--- config.mk ---
export PLATFORM = sky130hd
export DESIGN_NAME = spi_fsm_controller
export DESIGN_NICKNAME = d
export VERILOG_FILES = /design/src/rtl/spi_fsm_pkg.sv /design/src/rtl/spi_bit_counter.sv /design/src/rtl/spi_fsm_controller.sv
export SDC_FILE = /design/constraint.sdc
export NUM_CORES = 1
export LEC_CHECK = 0
export CAP_MARGIN = 40
export CORE_AREA = 2 2 39 41
export CTS_BUF_LIST = sky130_fd_sc_hd__clkbuf_16
export DETAILED_ROUTE_END_ITERATION = 12
export DIE_AREA = 0 0 41 43
export PLACE_DENSITY = 0.65
export SETUP_SLACK_MARGIN = 0.2
export SLEW_MARGIN = 10
export SYNTH_ARGS = -nofsm -noshare
export SYNTH_HDL_FRONTEND = slang
export SYNTH_SLANG_ARGS = --single-unit
--- constraint.sdc ---
create_clock -name clk -period 1.6 [get_ports clk]
set_input_delay 0.48 -clock clk [delete_from_list [all_inputs] [get_ports clk]]
set_output_delay 0.48 -clock clk [all_outputs]
set_load 0.02 [all_outputs]
--- src/rtl/spi_fsm_pkg.sv ---
// Shared definitions for the SPI memory controller FSM.
// Contents:
//   state_t           - 3-bit state encoding (IDLE=0 ... DONE=7), visible on state_dbg
//   DEFAULT_WORD_BITS - default bits per address / data byte
//   RW_READ/RW_WRITE  - meaning of the R/W bit that follows the address byte
package spi_fsm_pkg;

    typedef enum logic [2:0] {
        IDLE         = 3'd0,
        GET_ADDR     = 3'd1,
        DECODE       = 3'd2,
        READ_LOAD    = 3'd3,
        READ_SHIFT   = 3'd4,
        WRITE_RECV   = 3'd5,
        WRITE_COMMIT = 3'd6,
        DONE         = 3'd7
    } state_t;

    localparam int DEFAULT_WORD_BITS = 8;

    localparam logic RW_READ  = 1'b1;
    localparam logic RW_WRITE = 1'b0;

endpackage

--- src/rtl/spi_bit_counter.sv ---
// Bit counter for one SPI byte field.
// Ports:
//   clk   - system clock
//   reset - synchronous, active-high reset (count -> 0)
//   inc   - count one relevant sclk edge this cycle
//   clr   - force count to 0 (idle / abort)
//   term  - terminal value, WORD_BITS-1
//   done  - high in the cycle where inc lands on the terminal value
// The count returns to 0 on the terminal increment, so it never exceeds term.
module spi_bit_counter #(
    parameter int CNT_W = 4
) (
    input  logic             clk,
    input  logic             reset,
    input  logic             inc,
    input  logic             clr,
    input  logic [CNT_W-1:0] term,
    output logic             done
);

    logic [CNT_W-1:0] count;

    always_comb begin
        done = inc && (count == term);
    end

    always_ff @(posedge clk) begin
        if (reset || clr) begin
            count <= '0;
        end else if (inc) begin
            count <= done ? '0 : count + 1'b1;
        end
    end

endmodule

--- src/rtl/spi_fsm_controller.sv ---
// SPI memory datapath sequencer.
// Consumes the conditioned chip select and one-clk sclk edge pulses and
// drives the datapath write enables as a Moore decode of the state register.
// Ports:
//   clk, reset          - system clock, synchronous active-high reset
//   cs_n                - conditioned chip select, active low
//   sclk_pos / sclk_neg - one-clk pulses on sclk rising / falling edges
//   rw_bit              - R/W bit after the address byte (1 = read)
//   addr_we             - address latch write enable (DECODE)
//   sr_we               - shift-register parallel load (READ_LOAD)
//   dm_we               - data memory write enable (WRITE_COMMIT)
//   miso_buff           - MISO tri-state enable (READ_SHIFT)
//   state_dbg           - current state encoding
module spi_fsm_controller
    import spi_fsm_pkg::*;
#(
    parameter int WORD_BITS = DEFAULT_WORD_BITS,
    parameter int CNT_W     = 4
) (
    input  logic       clk,
    input  logic       reset,
    input  logic       cs_n,
    input  logic       sclk_pos,
    input  logic       sclk_neg,
    input  logic       rw_bit,
    output logic       addr_we,
    output logic       sr_we,
    output logic       dm_we,
    output logic       miso_buff,
    output logic [2:0] state_dbg
);

    localparam logic [CNT_W-1:0] TERM = CNT_W'(WORD_BITS - 1);

    state_t state, next_state;
    logic   cnt_inc, cnt_clr, cnt_done;

    spi_bit_counter #(.CNT_W(CNT_W)) u_cnt (
        .clk   (clk),
        .reset (reset),
        .inc   (cnt_inc),
        .clr   (cnt_clr),
        .term  (TERM),
        .done  (cnt_done)
    );

    // Only the edge that matters in the current state is counted, and never
    // while cs_n is high: abort wins over any same-cycle pulse.
    always_comb begin
        cnt_inc = 1'b0;
        case (state)
            GET_ADDR, WRITE_RECV: cnt_inc = sclk_pos;
            READ_SHIFT:           cnt_inc = sclk_neg;
            default:              cnt_inc = 1'b0;
        endcase
        cnt_inc = cnt_inc && !cs_n;
        cnt_clr = cs_n || (state == IDLE);
    end

    always_comb begin
        next_state = state;
        if (cs_n) begin
            next_state = IDLE;
        end else begin
            case (state)
                IDLE:         next_state = GET_ADDR;
                GET_ADDR:     if (cnt_done) next_state = DECODE;
                DECODE:       next_state = (rw_bit == RW_READ) ? READ_LOAD : WRITE_RECV;
                READ_LOAD:    next_state = READ_SHIFT;
                READ_SHIFT:   if (cnt_done) next_state = DONE;
                WRITE_RECV:   if (cnt_done) next_state = WRITE_COMMIT;
                WRITE_COMMIT: next_state = DONE;
                DONE:         next_state = DONE;
                default:      next_state = IDLE;
            endcase
        end
    end

    always_ff @(posedge clk) begin
        if (reset) begin
            state <= IDLE;
        end else begin
            state <= next_state;
        end
    end

    assign addr_we   = (state == DECODE);
    assign sr_we     = (state == READ_LOAD);
    assign dm_we     = (state == WRITE_COMMIT);
    assign miso_buff = (state == READ_SHIFT);
    assign state_dbg = state;

endmodule

### Word level (Yosys, flattened, before mapping)

Cells that the tools add are included.

| cells by class | value |
|---|---|
| multipliers | 0 |
| order comparisons | 0 |
| reductions and logical operators | 10 |
| bitwise logic cells | 0 |
| shift-type cells | 0 |
| mux-type cells | 7 |
| eq/ne operators | 11 |
| div/mod/pow operators | 0 |
| $add $sub $neg | 1 |

Operators by type and width:

| kind | number |
|---|---|
| one-hot mux 3 bit (7 select lines) | 1 |
| == test 3 bit (second input constant) | 4 |
| 2-to-1 mux 3 bit | 4 |
| == test 3 x 2 -> 1 bit (second input constant) | 2 |
| inequality test 2 x 1 -> 1 bit (second input constant) | 3 |
| OR reduction 2 bit | 3 |
| adder 4 x 1 -> 4 bit (second input constant) | 1 |
| == test 4 x 3 -> 1 bit (second input constant) | 1 |
| 2-to-1 mux 4 bit | 1 |
| == test 3 x 1 -> 1 bit (second input constant) | 1 |
| zero test 3 bit | 1 |
| AND reduction 3 bit | 1 |
| logical AND 1 bit | 2 |
| logical OR 1 bit | 2 |
| one-hot mux 1 bit (2 select lines) | 1 |
| zero test 1 bit | 1 |

| word-level totals | value |
|---|---|
| bits in read-only memories | 0 |
| register bits | 7 |
| output and inout port bits | 7 |
| memories kept | 0 |
| bits in latches | 0 |
| word-level logic and storage cells | 31 |
| input port bits | 6 |
| memory bits (writable) | 0 |

### Depth between registers and ports, before layout

Gate-level depths: netlist (run 1).

| logic depth | value |
|---|---|
| depth after elaboration | 7 |
| mapped depth | 4 |
| depth with buffers taken out | 4 |

### By module

Synthesis (run 1) repeated with hierarchy kept, for this count alone.

| unflattened totals | value |
|---|---|
| cell total of the unflattened synthesis | 51 |
| area, all modules | 452.9 sq um |

Modules (own cells, without submodules):

| module | seq. area each (sq um) | area each (sq um) | instances | cells each |
|---|---|---|---|---|
| spi_bit_counter | 80.1 | 246.5 | 1 | 24 |
| spi_fsm_controller | 60.1 | 206.4 | 1 | 27 |

### Worst setup path after synthesis (run 1)

No wires, ideal clock.

| timing | value |
|---|---|
| path kind | register to output |
| start point | reg state[1] (netlist: state_dbg[1]) |
| end point | out addr_we |
| cell stages (with the launch flop) | 3 |
| setup slack | -0.124 ns |
| buffers on the path | 1 |
| required time | 1.120 ns |
| arrival | 1.244 ns |
| cell sequence | dfxtp_1 -> buf_2 -> nor3b_1 |

| on the way | value |
|---|---|
| longest elaborated chain between the ends | 1 |

RTL lines:

| element | RTL line | text |
|---|---|---|
| from (decl) | spi_fsm_controller.sv:35 | `state_t state, next_state;` |
| from (signal assigned) | spi_fsm_controller.sv:83 | `state <= next_state;` |
| == test 3 x 2 -> 1 bit | spi_fsm_controller.sv:87 | `assign addr_we = (state == DECODE);` |
| to (decl) | spi_fsm_controller.sv:26 | `output logic addr_we,` |

Every way passes these cells.

### Worst setup path after layout (run 1)

| timing | value |
|---|---|
| start point | reg state[0] (netlist: state_dbg[0]) |
| end point | out dm_we |

| on the way | value |
|---|---|
| longest elaborated chain between the ends | 1 |

RTL lines:

| element | RTL line | text |
|---|---|---|
| == test 3 bit | spi_fsm_controller.sv:89 | `assign dm_we = (state == WRITE_COMMIT);` |
| to (decl) | spi_fsm_controller.sv:28 | `output logic dm_we,` |

Every way passes these cells.

==> impl_metrics.csv, run 1 <==
group,metric,value,unit
clocking,path_clk_slew,0.04,ns
clocking,htreeDepth,1,
route,wl_met2,643,um
run,maxCapViolCount,0,
synth,synth_top_family_by_area,"simple AND/OR/NAND/NOR gates",
global_route,grt_pass1_wl,2050,um
floorplanning,die-height,43,um
setup_path,cp-start-kind,"flip-flop",
clocking,clk_path_buf_depth,2,
synth,synthTopCellsByArea,"dfxtp_1 (29%), mux2i_1 (8.4%), nand3_1 (6.3%)",
synth,synth_edf_count,0,
placement,routabilityCongestion,0.692,
route,drt-total-wl,1220,um
synth,synth_commonest_cells,"dfxtp_1 (7), nand3_1 (6), mux2i_1 (4)",
setup_path,critical_path_class,"reg -> out",
global_route,grt_start_max_net_pins,10,
synth,yosysSeqAreaShare,29.2,%
floorplanning,core,1380,um^2
synth,synthDistinctLibCells,26,
layout,final_nets,87,
global_route,antenna_found_initial,0,
global_route,grt_pass1_vias,481,
synth,syn_avg_cell_area,9.40,um^2
placement,dp_hpwl,818,um
route,ant_nets,0,
sta,slew_headroom,82.7,%
synth,synth_compound_area_share,18.8,%
clocking,clk_latency,0.23,ns
route,first_iter_violations,9,
clocking,cts_tree,"done",
sta,fmax,689,MHz
layout,area_growth,81.2,%
route,wl_met3,73,um
floorplanning,dieArea,1760,um^2
power,p_leak,0.000346,uW
synth,synthesis.nets,58,
clocking,clockRootBuffer,"clkbuf_16",
clocking,numCtsBuffers,3,
route,drc,0,
route,route.vias.total,498,
setup_path,worst-path-max-fanout,6,
min_path,hold_class,"reg -> reg",
floorplanning,start_util,34.6,%
route,wl_met1,467,um
synth,synthAdderAreaFrac,2.61,%
setup_path,crit_required,1.12,ns
min_path,worst_hold_path.num_cells,2,
route,vias_per_cell,5.24,
synth,netlist.area_leader.share,29.2,%
synth,yosysTopAreaCell,"dfxtp_1",
setup_path,reg2reg_depth,5,
synth,mappedNetlistArea,479,um^2
synth,synth_seq_cells,7,
route,dr.pass1.iters,5,
synth,synth_cells,51,
setup_path,end_kind,"output port",
synth,muxShareOfSynthArea,8.36,%
floorplanning,num_rows,14,
global_route,grt_use_total,17.5,%
clocking,cts_num_sinks,7,
synth,synth_most_common_cell,"dfxtp_1",
route,top_layer,"met4",
clocking,cts.hold.buffers_added,0,
sta,finalCriticalPeriod,1.45,ns
route,post_drt_wl_per_cell,12.8,um
synth,synth_xor_area_share,0,%
sta,worst_pin_slew,0.259,ns
layout,drive_gt1_share,48.1,%
power,ir_drop,862,uV
sta,hold_violations,0,
floorplanning,ioPinCount,13,
power,p_per_area,749,nW/um^2
floorplanning,die_w,41,um
synth,ys_async_sr_fraction,0,%
sta,fin_crit_sh,90.8,%
status,status,"complete, no violations",
sta,clock-skew-final,0.00338,ns
global_route,grt_overflow,0,
setup_path,cp.arrival,0.97,ns
synth,synth_ff_type,"dfxtp_1",
sta,setup_tns,0,ns
sta,drv_slew,0,
synth,synth-simple-area-share,35.5,%
layout,fin_util,62.7,%
sta,grt_setup_unrepaired,"yes",
synth,synth_warnings,0,
placement,io_buffers,12,
layout,diodes,0,
layout,n_fill_cell,123,
sta,finalSetupViolations,0,
## routing by layer
layer  GRT usage, %  vias up
met1           20.0      232
met3           3.14        4
li1               -      244
met4           12.0        0
met5              0        -
met2           27.5       18
## final timing paths
path                                     start              to  slack (ns)
worst max register to register    state_dbg[0]  u_cnt.count[2]        0.21
worst min register to register  u_cnt.count[1]  u_cnt.count[1]        0.51
worst max-delay path              state_dbg[0]           dm_we        0.15
worst min-delay path            u_cnt.count[1]  u_cnt.count[1]        0.51
## flip-flops by register name, summed over array words and instances, names as in the netlist
signal / flops
state_dbg: 3
u_cnt.count: 4
## through the flow
stage               power (uW)  std cells  setup slack, ns  instance area [um^2]  hold WS, ns
floorplan                  203         51            0.252                   504        0.463
CTS                        658         95            0.136                   852        0.508
finish                     650         95            0.148                   868        0.514
global placement           230         87           -0.159                   709        0.483
detailed placement         231         87           -0.196                   709        0.499
global route               674         95            0.103                   868        0.534
## timing repair
action,CTS,global route
endpoints found under the setup margin,13,12
pin swaps,2,3
buffers inserted,3,0
gates resized for setup,43,4
gates cloned,1,0
## kinds of logic (layout without fill, tap and decap cells)
| family | count (synthesis) | in the layout |
|---|---|---|
| and+or+nand+nor | 24 | 24 |
| AOI/OAI and AO/OA | 9 | 9 |
| DFF | 7 | 7 |
| buffers and inverters | 6 | 34 |
| muxes | 4 | 4 |
| adders and majority gates | 1 | 1 |
## worst max-delay path, stage by stage, from the launching register on
cell	delay (ns)
dfxtp_4	0.39
and3b_2	0.22
buf_6	0.13
## final cells by class
class / count / area, um^2 / area share [%]
inverter: 3 / 11.3 / 1.30
multi-input combinational: 38 / 370 / 42.7
tap: 16 / 20.0 / 2.31
timing repair buffer: 27 / 236 / 27.2
sequential: 7 / 151 / 17.4
clock buffer: 3 / 75.1 / 8.65
clock inverter: 1 / 3.75 / 0.432
## placed cells by master, fill, tap and decap left out, drive strengths merged
| cell | synthesis | layout |
|---|---|---|
| inv | 3 | 4 |
| clkdlybuf4s50 | 0 | 2 |
| nand4bb | 1 | 1 |
| dfxtp | 7 | 7 |
| dlygate4sd2 | 0 | 4 |
| mux2i | 4 | 4 |
| clkbuf | 0 | 3 |
| a21oi | 1 | 1 |
| nand4b | 2 | 2 |
| nand2 | 2 | 2 |
| buf | 3 | 20 |
| a211oi | 2 | 2 |
| and3b | 1 | 1 |
| o311ai | 1 | 1 |
| nand3 | 6 | 6 |
| nor3b | 2 | 2 |
| ha | 1 | 1 |
| nand3b | 4 | 4 |
| o21ai | 1 | 1 |
| or3 | 1 | 1 |
| nor2 | 3 | 3 |
| clkdlybuf4s15 | 0 | 1 |
| o21a | 2 | 2 |
| nor2b | 2 | 2 |
| a2111oi | 1 | 1 |
| a211o | 1 | 1 |
## power by group
part | internal [uW] | switching [uW] | total (uW)
Combinational | 30.7 | 25.8 | 56.5
Clock | 325 | 92.4 | 417
Sequential | 173 | 3.70 | 177
Total | 528 | 122 | 650
Power figures use the tool's default switching activity.
==> run 2: changes to the inputs <==
--- a/config.mk
+++ b/config.mk
@@ -16,3 +16,4 @@
 export SYNTH_ARGS = -nofsm -noshare
 export SYNTH_HDL_FRONTEND = slang
 export SYNTH_SLANG_ARGS = --single-unit
+export TNS_END_PERCENT = 30
==> run 2 against run 1 <==
Clock skew decreased by 0.0031 ns; fmax increased by 0.10%; combinational power decreased by 7.3%; highest routed layer is now met3.
==> impl_metrics.csv, run 2 (synthesis results as in run 1) <==
group,metric,value,unit
layout,diodes,0,
clocking,clk_latency,0.23,ns
power,finalPower,649,uW
power,p_per_area,806,nW/um^2
sta,drv_slew,0,
route,ant_nets,0,
floorplanning,core,1380,um^2
global_route,grt_overflow,0,
clocking,clockRootBuffer,"clkbuf_16",
sta,fin_crit_sh,90.7,%
floorplanning,num_rows,14,
floorplanning,ioPinCount,13,
placement,dp_hpwl,784,um
setup_path,critical_path_class,"reg -> out",
power,ir_drop,654,uV
setup_path,end_kind,"output port",
sta,grt_setup_unrepaired,"yes",
route,first_iter_violations,10,
sta,clock-skew-final,0.000254,ns
route,vias_per_cell,5.22,
clocking,clk_path_buf_depth,2,
global_route,grt_use_total,18.2,%
sta,hold_violations,0,
sta,worst_pin_slew,0.311,ns
clocking,htreeDepth,1,
layout,final_nets,84,
placement,io_buffers,12,
layout,mostFrequentLayoutCell,"buf_4",
power,pwr-share-seq,27.2,%
clocking,cts.hold.buffers_added,0,
sta,setup_tns,0,ns
global_route,grt_start_max_net_pins,10,
sta,fmax,689,MHz
setup_path,critPathSlowestCell,"dfxtp_4",
floorplanning,die-height,43,um
setup_path,cpPeakStageDelay,0.38,ns
clocking,numCtsBuffers,3,
power,swShare,19.0,%
run,maxCapViolCount,0,
min_path,hold_class,"reg -> reg",
route,post_drt_wl_per_cell,13.9,um
sta,slew_headroom,79.3,%
status,status,"complete, no violations",
sta,layout_setup_ws,0.149,ns
clocking,cts_tree,"done",
power,p_int,525,uW
setup_path,critPathBufInv,1,
power,p_leak,0.000341,uW
setup_path,cp_cell_sequence,"nor3b_4, buf_6",
layout,final_cell_mix,"buf_4 (12), nand3_1 (6)",
route,drt-total-wl,1280,um
setup_path,cp-start-kind,"flip-flop",
layout,max_flop_register,"u_cnt.count",
floorplanning,start_util,34.6,%
layout,fin_util,58.1,%
route,drc,0,
layout,area_growth,67.9,%
global_route,grt_pass1_wl,2100,um
route,dr.pass1.iters,4,
power,netSwitchingPower,123,uW
setup_path,crit_family,"flip-flops",
floorplanning,die_w,41,um
route,route.vias.total,480,
setup_path,worst-path-max-fanout,7,
floorplanning,dieArea,1760,um^2
sta,finalSetupViolations,0,
placement,routabilityCongestion,0.731,
layout,drive_gt1_share,39.5,%
power,pwr-share-comb,8.1,%
setup_path,reg2reg_slack,0.16,ns
clocking,cts_num_sinks,7,
layout,largest_register_ffs,4,
clocking,path_clk_slew,0.04,ns
power,clockPowerShare,64.7,%
setup_path,crit_required,1.12,ns
placement,preCtsSetupSlack,-0.203,ns
sta,finalCriticalPeriod,1.45,ns
setup_path,cp.arrival,0.97,ns
global_route,grt_pass1_vias,478,
global_route,antenna_found_initial,0,
run 2: through the flow:
step / instances / hold slack [ns] / cell area [um^2]
floorplan: 51 / 0.463 / 500
global placement: 85 / 0.478 / 691
detailed placement: 85 / 0.485 / 691
CTS: 92 / 0.511 / 805
global route: 92 / 0.530 / 805
finish: 92 / 0.506 / 805
run 2: repair_timing:
action                                  in CTS  in global routing
gates cloned                                 0                  0
setup buffers                                3                  0
pin swaps                                    1                  0
gates resized for setup                     40                  3
endpoints found under the setup margin      13                 12
run 2: final timing paths:
path | depth (start not counted) | startpoint | endpoint
worst max-delay path | 2 | state_dbg[2] | miso_buff
worst min register to register | 2 | u_cnt.count[1] | u_cnt.count[1]
worst min-delay path | 2 | u_cnt.count[1] | u_cnt.count[1]
worst max register to register | 4 | state_dbg[0] | u_cnt.count[0]
run 2: final cells by class:
cell class | instances | area (um^2)
clock buffer | 3 | 75.1
clock inverter | 1 | 3.75
fill | 125 | 579
inverter | 3 | 11.3
multi-input combinational | 38 | 343
sequential | 7 | 151
tap | 16 | 20.0
timing repair buffer | 24 | 200
run 2: metal layers:
metal	share of wire, %	routed length (um)	track usage, %	up-vias
met3	3.8	49	7.85	0
met2	57	726	29.4	9
met1	39	506	21.2	234
li1	-	-	-	237
met4	0	0	4.00	0
met5	0	0	0	-
run 2: power groups by stage:
stage	Combinational, uW	Sequential, uW	Clock [uW]
6_report	52.4	177	420
5_1_grt	56.3	177	444
4_1_cts	51.7	177	425
3_5_place_dp	45.4	183	0
3_3_place_gp	44.9	183	0
2_1_floorplan	17.9	185	0
run 2: worst min-delay path, delay by kind of cell, from the launching register on:
family	cells	cell delay (ns)
simple gates	1	0.07
flops	1	0.32
mux	1	0.06
==> run 3: changes to the inputs <==
--- a/config.mk
+++ b/config.mk
@@ -12,6 +12,7 @@
 export DIE_AREA = 0 0 41 43
 export PLACE_DENSITY = 0.65
 export SETUP_SLACK_MARGIN = 0.2
+export SKIP_CTS_REPAIR_TIMING = 1
 export SLEW_MARGIN = 10
 export SYNTH_ARGS = -nofsm -noshare
 export SYNTH_HDL_FRONTEND = slang
==> run 3 against run 2 <==
Core utilization is 3.6 points higher; via count stayed put; non-clock buffer count is 1 lower; fmax is 0.39% higher; register-to-register slack hardly changed; setup slack better by 0.0057 ns; flip-flop and latch count stayed put; highest routed layer unchanged; clock skew is 0.00091 ns higher; critical path depth stayed put; die area stayed put; count of clock-buffer cells in the layout stayed put; power is 0.49% higher.
==> impl_metrics.csv, run 3 (synthesis results as in run 1) <==
group,metric,value,unit
setup_path,cp-start-kind,"flip-flop",
clocking,path_clk_slew,0.04,ns
placement,io_buffers,12,
status,status,"complete, no violations",
layout,diodes,0,
min_path,min-delay-start,"u_cnt.count[1]",
clocking,clockRootBuffer,"clkbuf_16",
global_route,grt_pass1_vias,437,
setup_path,end_kind,"output port",
placement,dp_hpwl,784,um
layout,max_flop_register,"u_cnt.count",
layout,mostFrequentLayoutCell,"buf_4",
sta,fin_crit_sh,90.3,%
floorplanning,dieArea,1760,um^2
clocking,htreeDepth,1,
layout,regArea,151,um^2
floorplanning,die-height,43,um
route,drc,0,
setup_path,r2r-start,"state_dbg[0]",
setup_path,reg2reg_slack,0.17,ns
layout,final_cell_mix,"buf_4 (10), nand3_1 (6), dlymetal6s2s_1 (6)",
sta,layout_setup_ws,0.155,ns
sta,grt_setup_unrepaired,"yes",
placement,preCtsSetupSlack,-0.203,ns
floorplanning,core,1380,um^2
layout,n_fill_cell,118,
min_path,worst_hold_path.num_cells,2,
floorplanning,start_util,34.6,%
min_path,hold_end,"u_cnt.count[1]",
setup_path,cp.arrival,0.96,ns
clocking,numCtsBuffers,3,
layout,area_growth,78.3,%
placement,placed_cells,85,
power,ir_drop,650,uV
route,vias_per_cell,5.27,
setup_path,timing.rr.end,"u_cnt.count[0]",
floorplanning,die_w,41,um
power,p_leak,0.000406,uW
layout,final_nets,83,
route,first_iter_violations,19,
sta,finalSetupViolations,0,
route,ant_nets,0,
sta,hold_ws,0.506,ns
global_route,antenna_found_initial,0,
route,post_drt_wl_per_cell,14.9,um
global_route,grt_pass1_wl,1940,um
clocking,clk_path_buf_depth,2,
global_route,grt_use_total,16.4,%
setup_path,reg2reg_depth,4,
global_route,grt_overflow,0,
layout,multi_input_area,367,um^2
layout,largest_register_ffs,4,
setup_path,critical_path_class,"reg -> out",
layout,final_cells,91,
sta,fmax,692,MHz
floorplanning,ioPinCount,13,
sta,clock-skew-final,0.00116,ns
run,maxCapViolCount,0,
layout,drive_gt1_share,38.7,%
sta,finalCriticalPeriod,1.44,ns
route,dr.pass1.iters,4,
setup_path,worst-path-max-fanout,6,
global_route,grt_start_max_net_pins,12,
sta,setup_tns,0,ns
sta,slew_headroom,80.5,%
min_path,hold_class,"reg -> reg",
clocking,clk_latency,0.23,ns
sta,hold_violations,0,
sta,drv_slew,0,
setup_path,crit_required,1.12,ns
clocking,cts_num_sinks,7,
power,p_per_area,763,nW/um^2
clocking,cts_tree,"done",
route,drt-total-wl,1360,um
sta,worst_pin_slew,0.293,ns
route,route.vias.total,480,
placement,routabilityCongestion,0.731,
floorplanning,num_rows,14,
==> run 3: cell type report <==
| class | count | share of cell area, % |
|---|---|---|
| Sequential cell | 7 | 17.7 |
| Inverter | 3 | 1.32 |
| Clock buffer | 3 | 8.78 |
| Timing Repair Buffer | 23 | 26.5 |
| Multi-Input combinational cell | 38 | 42.9 |
| Tap cell | 16 | 2.34 |
| Clock inverter | 1 | 0.439 |
==> run 3: worst max path at each step <==
stage | from | endpoint | slack [ns] | depth (start not counted)
2_1_floorplan | state_dbg[1] | addr_we | 0.16 | 2
3_3_place_gp | state_dbg[0] | sr_we | -0.19 | 3
3_5_place_dp | state_dbg[0] | sr_we | -0.20 | 3
4_1_cts | state_dbg[0] | sr_we | -0.45 | 3
5_1_grt | state_dbg[2] | miso_buff | 0.12 | 2
6_report | state_dbg[2] | miso_buff | 0.16 | 2
==> run 3: metrics by stage <==
step	area (um^2)	power [uW]	util, %
2_1_floorplan	500	203	-
3_3_place_gp	691	228	49.9
3_5_place_dp	691	229	49.9
4_1_cts	769	652	55.6
5_1_grt	855	679	61.8
6_report	855	652	61.8
==> run 3: layer usage <==
| layer | up-vias | routed length [um] | GRT usage, % |
|---|---|---|---|
| met5 | - | 0 | 0 |
| li1 | 238 | - | - |
| met2 | 14 | 713 | 23.4 |
| met1 | 228 | 573 | 21.8 |
| met3 | 0 | 71 | 7.85 |
| met4 | 0 | 0 | 4.00 |
==> run 3: critical path: stages, from the launching register on <==
cell and delay (ns):
dfxtp_4 0.38, nor3b_4 0.21, buf_6 0.14
==> run 3: power breakdown <==
part	total (uW)	internal (uW)	switching, uW
clock network	420	325	94.7
logic	55.4	28.8	26.6
registers	177	173	3.67
